`src/rtl/temp_supervisor_p.sv`:
```
// Temperature supervisor: hysteretic fan/alarm FSM with a persistence filter,
// a latched over-temperature alarm that needs an acknowledge, and a peak register.
module temp_supervisor_p #(
  parameter int TEMP_W      = 5,
  parameter int T_FAN_ON    = 20,
  parameter int T_FAN_OFF   = 17,
  parameter int T_ALARM_ON  = 26,
  parameter int T_ALARM_OFF = 23,
  parameter int PERSIST     = 3
) (
  input  logic              clock,
  input  logic              reset,
  input  logic [TEMP_W-1:0] temperatura,
  input  logic              lect,
  input  logic              en_m1,
  input  logic              ack_alarma,
  output logic              est_ventilador,
  output logic              est_alarma,
  output logic [1:0]        estados,
  output logic [TEMP_W-1:0] temp_pico
);

  typedef enum logic [1:0] {
    REPOSO      = 2'b00,
    VENTILACION = 2'b01,
    ALARMA      = 2'b10,
    RETENIDA    = 2'b11
  } state_t;

  localparam int CNT_W = $clog2(PERSIST + 1);
  localparam logic [CNT_W-1:0]  PERSIST_C    = CNT_W'(PERSIST);
  localparam logic [TEMP_W-1:0] TH_FAN_ON    = TEMP_W'(T_FAN_ON);
  localparam logic [TEMP_W-1:0] TH_FAN_OFF   = TEMP_W'(T_FAN_OFF);
  localparam logic [TEMP_W-1:0] TH_ALARM_ON  = TEMP_W'(T_ALARM_ON);
  localparam logic [TEMP_W-1:0] TH_ALARM_OFF = TEMP_W'(T_ALARM_OFF);
  localparam logic [TEMP_W-1:0] T_SAT        = '1;

  state_t              state, state_nxt;
  state_t              cand_st, cand_st_nxt, cand_now_st;
  logic                cand_vld, cand_vld_nxt, cand_now_vld;
  logic [CNT_W-1:0]    cnt, cnt_nxt, cnt_inc;
  logic [TEMP_W-1:0]   last_smp, last_nxt, pico_nxt, ack_t;
  logic [2:0]          qual;
  logic                accept, moved;

  // Candidate next state for a sample, {valid, state}; first match wins.
  function automatic logic [2:0] qualify(input state_t st, input logic [TEMP_W-1:0] t);
    logic [2:0] c;
    c = 3'b000;
    case (st)
      REPOSO:      if (t >= TH_ALARM_ON) c = {1'b1, ALARMA};
                   else if (t >= TH_FAN_ON) c = {1'b1, VENTILACION};
      VENTILACION: if (t >= TH_ALARM_ON) c = {1'b1, ALARMA};
                   else if (t <= TH_FAN_OFF) c = {1'b1, REPOSO};
      ALARMA:      if (t <= TH_ALARM_OFF) c = {1'b1, RETENIDA};
      RETENIDA:    if (t >= TH_ALARM_ON) c = {1'b1, ALARMA};
      default:     c = 3'b000;
    endcase
    return c;
  endfunction

  always_comb begin
    accept       = en_m1 & lect;
    qual         = qualify(state, temperatura);
    cand_now_vld = qual[2];
    cand_now_st  = state_t'(qual[1:0]);
    if (!cand_now_vld)
      cnt_inc = '0;
    else if (cand_vld && (cand_st == cand_now_st))
      cnt_inc = cnt + CNT_W'(1);
    else
      cnt_inc = CNT_W'(1);
    // A simultaneous sample is the most recent reading, so ack uses it.
    ack_t = accept ? temperatura : last_smp;

    state_nxt    = state;
    cnt_nxt      = cnt;
    cand_vld_nxt = cand_vld;
    cand_st_nxt  = cand_st;
    last_nxt     = last_smp;
    pico_nxt     = temp_pico;
    moved        = 1'b0;

    if (!en_m1) begin
      cnt_nxt      = '0;
      cand_vld_nxt = 1'b0;
      cand_st_nxt  = REPOSO;
    end else begin
      if (accept) begin
        last_nxt = temperatura;
        if (temperatura > temp_pico)
          pico_nxt = temperatura;
        cnt_nxt      = cnt_inc;
        cand_vld_nxt = cand_now_vld;
        cand_st_nxt  = cand_now_vld ? cand_now_st : REPOSO;
        if ((temperatura == T_SAT) && (state != ALARMA)) begin
          state_nxt = ALARMA;
          moved     = 1'b1;
        end else if (cand_now_vld && (cnt_inc == PERSIST_C)) begin
          state_nxt = cand_now_st;
          moved     = 1'b1;
        end
      end
      // In RETENIDA the only possible sample transition is to ALARMA, which beats ack.
      if ((state == RETENIDA) && ack_alarma && !moved) begin
        state_nxt = (ack_t > TH_FAN_OFF) ? VENTILACION : REPOSO;
        pico_nxt  = ack_t;
        moved     = 1'b1;
      end
      if (moved) begin
        cnt_nxt      = '0;
        cand_vld_nxt = 1'b0;
        cand_st_nxt  = REPOSO;
      end
    end
  end

  always_ff @(posedge clock or negedge reset) begin
    if (!reset) begin
      state          <= REPOSO;
      cnt            <= '0;
      cand_vld       <= 1'b0;
      cand_st        <= REPOSO;
      last_smp       <= '0;
      temp_pico      <= '0;
      est_ventilador <= 1'b0;
      est_alarma     <= 1'b0;
    end else begin
      state          <= state_nxt;
      cnt            <= cnt_nxt;
      cand_vld       <= cand_vld_nxt;
      cand_st        <= cand_st_nxt;
      last_smp       <= last_nxt;
      temp_pico      <= pico_nxt;
      est_ventilador <= (state_nxt != REPOSO);
      est_alarma     <= state_nxt[1];
    end
  end

  assign estados = state;

endmodule

```
`config.mk`:
```
export PLATFORM = sky130hd
export DESIGN_NAME = temp_supervisor_p
export DESIGN_NICKNAME = d
export VERILOG_FILES = /design/src/rtl/temp_supervisor_p.sv
export SDC_FILE = /design/constraint.sdc
export NUM_CORES = 1
export LEC_CHECK = 0
export CORE_MARGIN = 8
export CORE_UTILIZATION = 53
export CTS_CLUSTER_SIZE = 12
export DETAILED_ROUTE_END_ITERATION = 6
export GPL_TIMING_DRIVEN = 0
export HOLD_SLACK_MARGIN = 0.1
export PLACE_DENSITY = 0.87
export RECOVER_POWER = 50
export SYNTH_ARGS = -nofsm -noshare
export SYNTH_HDL_FRONTEND = slang
export SYNTH_SLANG_ARGS = --single-unit
```
`constraint.sdc`:
```
create_clock -name clock -period 2.82 [get_ports clock]
set_input_delay 0.423 -clock clock [delete_from_list [all_inputs] [get_ports clock]]
set_output_delay 0.423 -clock clock [all_outputs]
set_load 0.02 [all_outputs]
```
==> flow_summary.json <==
{
  "status": "finished, final reports clean",
  "grt_antenna_before_repair": 0,
  "drive_gt1_share_pct": 17.6,
  "r2r_end": "temp_pico[0]$_DFFE_PN0P_",
  "syn_to_final_growth_pct": 19.5,
  "netlist_area_um2": 1310,
  "finalSetupViolCount": 0,
  "clkSinkCount": 18,
  "gp_congestion": 0.932,
  "final_core_util_pct": 64.8,
  "setup.worst_path.class": "in2reg",
  "io_pins": 19,
  "r2r_start": "est_alarma$_DFF_PN0_",
  "fin_crit_sh_pct": 95.1,
  "min_path_type": "reg2reg",
  "ff2ff_path_depth": 8,
  "start_kind": "input port",
  "die_width_um": 65.6,
  "clkTransAtPathRegs_ps": 110,
  "post-dp-hpwl_mm": 2.23,
  "seq_area_frac_synth_pct": 34.5,
  "fin_ws_ps": 138,
  "stdcell_area_um2": 1560,
  "first_iter_violations": 27,
  "synth_cells": 126,
  "ant_nets": 0,
  "synthFlopType": "dfrtp_1",
  "rrSetupSlack_ps": 320,
  "synth_nets": 141,
  "cpPeakStageDelay_ps": 450,
  "die_y_um": 65.6,
  "grt_pass1_vias": 1107,
  "skew_ps": 3.18,
  "synth_seq_cells": 18,
  "drv_cap": 0,
  "core_area_um2": 2410,
  "worstHoldStart": "cnt[1]$_DFFE_PN0P_",
  "clk_latency_ps": 300,
  "powerDensity_nw_per_um2": 593,
  "fin_crit_ps": 2680,
  "n_fill_cell": 186,
  "grt_max_degree": 19,
  "drc": 0,
  "start_util_pct": 54.2,
  "yosysWarningCount": 0,
  "yosysUniqueCellTypes": 48,
  "post-place-ws_ps": -215,
  "clk_root_buffer_cell": "clkbuf_4",
  "holdPathEnd": "cnt[1]$_DFFE_PN0P_",
  "slowest_stage": "clkdlybuf4s50_1",
  "overflow": 0,
  "p_total_mw": 0.926,
  "die_area_um2": 4310,
  "final_hold_viol_count": 0,
  "leakage_nw": 0.693,
  "vias": 1061,
  "rsz0062_at_grt": "false",
  "cp.required_ps": 3020,
  "rows": 18,
  "critPathCaptureType": "register",
  "vias_per_cell": 5.96,
  "wl_per_cell_um": 16.0,
  "postSynthAreaPerCell_um2": 10.4,
  "post-cts-setup-buffer-count": 0,
  "max_freq_mhz": 373,
  "n_antenna_cell": 0,
  "maxSlewViolCount": 0,
  "cts_tree": "done",
  "slew_headroom_pct": 45.0,
  "grt_pass1_wl_mm": 5.06,
  "drt_wl_total_mm": 2.85,
  "htree_levels": 1,
  "tightest_slew_ps": 822,
  "async_flop_share_pct": 100,
  "layout.nets": 164,
  "clk_path_buf_depth": 2,
  "worstPathArrival_ps": 2880,
  "grtUsageTotal_pct": 14.6,
  "crit_path_max_fanout": 9,
  "crit_chain": "clkdlybuf4s50_1, buf_6, o311a_4, nor4_4, xnor2_1, nand4b_4, a21oi_4, o32ai_4, mux2_4",
  "placed_area_um2": 1520,
  "cts_made_buffers": 3,
  "dr.pass1.iters": 4,
  "whs_path_depth": 1,
  "peakVddDrop_uv": 582,
  "io_buffers": 18,
  "synth_edf_count": 0
}
[power by group]
part / switching [mW] / internal, mW / total (mW)
sequential: 0.0337 / 0.313 / 0.346
clock: 0.0858 / 0.0787 / 0.165
combinational: 0.212 / 0.203 / 0.415
[Yosys cell counts, drive strengths merged (4+ instances only)]
cell	number	area, um2
mux2i	10	100
ha	5	62.6
mux2	6	71.3
nand3	4	20.0
nand2b	4	25.0
nor2	5	18.8
o21ai	5	25.0
buf	8	53.8
inv	7	26.3
nand2	9	33.8
dfrtp	18	450
[cells in the final DEF (no fill, tap or decap), drive strengths merged, types with 5 or more instances in the layout]
master          n
clkbuf          5
o21ai           5
dfrtp          18
nor2            5
mux2i          10
mux2            6
buf             7
inv             7
ha              5
clkdlybuf4s50  15
nand2           9
[worst max-delay path by stage]
stage | startpoint | to | slack [ps] | cells past startpoint
2_1_floorplan | est_alarma$_DFF_PN0_ | temp_pico[0]$_DFFE_PN0P_ | 420 | 8
3_3_place_gp | temperatura[1] | temp_pico[0]$_DFFE_PN0P_ | -200 | 8
3_5_place_dp | temperatura[1] | temp_pico[0]$_DFFE_PN0P_ | -220 | 8
4_1_cts | temperatura[1] | temp_pico[0]$_DFFE_PN0P_ | 110 | 8
5_1_grt | temperatura[2] | temp_pico[0]$_DFFE_PN0P_ | 50 | 9
6_report | temperatura[2] | temp_pico[0]$_DFFE_PN0P_ | 140 | 9
[flip-flops by register name (all words and copies together), names as in the netlist]
name            flops
last_smp            5
temp_pico           5
cand_st             2
cnt                 2
cand_vld            1
est_alarma          1
est_ventilador      1
estados             1
[stage by stage]
stage | setup TNS, ps | hold WS (ps) | cells
2_1_floorplan | 0 | 127 | 126
6_report | 0 | 513 | 178
4_1_cts | 0 | 510 | 178
5_1_grt | 0 | 548 | 178
3_3_place_gp | -452 | 466 | 174
3_5_place_dp | -578 | 493 | 174
[kinds of logic (layout without fill, tap and decap cells)]
logic type,after synthesis,in the layout,synth area share [%]
adders and majority gates,5,5,4.79
buffers and inverters,15,37,6.13
muxes,16,16,13.1
xor gates and xnor gates,4,4,3.26
AOI/OAI and AO/OA,27,27,19.0
DFF,18,18,34.5
and+or+nand+nor,41,41,19.3
[routing by layer]
metal / global-route usage, % / wire length, um / vias to the layer above
met5: 0 / 0 / -
met3: 3.57 / 133 / 7
met2: 23.6 / 1420 / 31
li1: - / - / 508
met1: 17.7 / 1240 / 515
met4: 7.08 / 48 / 0
[final cells by class]
| class | count | area [um2] | share of cell area (%) |
|---|---|---|---|
| buffer | 8 | 52.6 | 3.37 |
| clock buffer | 4 | 36.3 | 2.32 |
| inverter | 7 | 26.3 | 1.68 |
| multi-input combinational | 93 | 776 | 49.7 |
| sequential | 18 | 450 | 28.8 |
| tap | 30 | 37.5 | 2.40 |
| timing repair buffer | 18 | 183 | 11.7 |
[worst max-delay path, delay by kind of cell]
kind,cells,cell delay (ps)
AND/OR/NAND/NOR,2,530
multiplexers,1,330
XOR/XNOR,1,260
buffers and inverters,2,610
AO/OA/AOI/OAI,3,720
[timing repair]
item / 4_1_cts / 5_1_grt
hold buffers: 0 / 0
resized for setup: 0 / 1
endpoints found under the hold margin: 0 / 0
endpoints found under the setup margin: 0 / 1
Power figures use the tool's default switching activity.
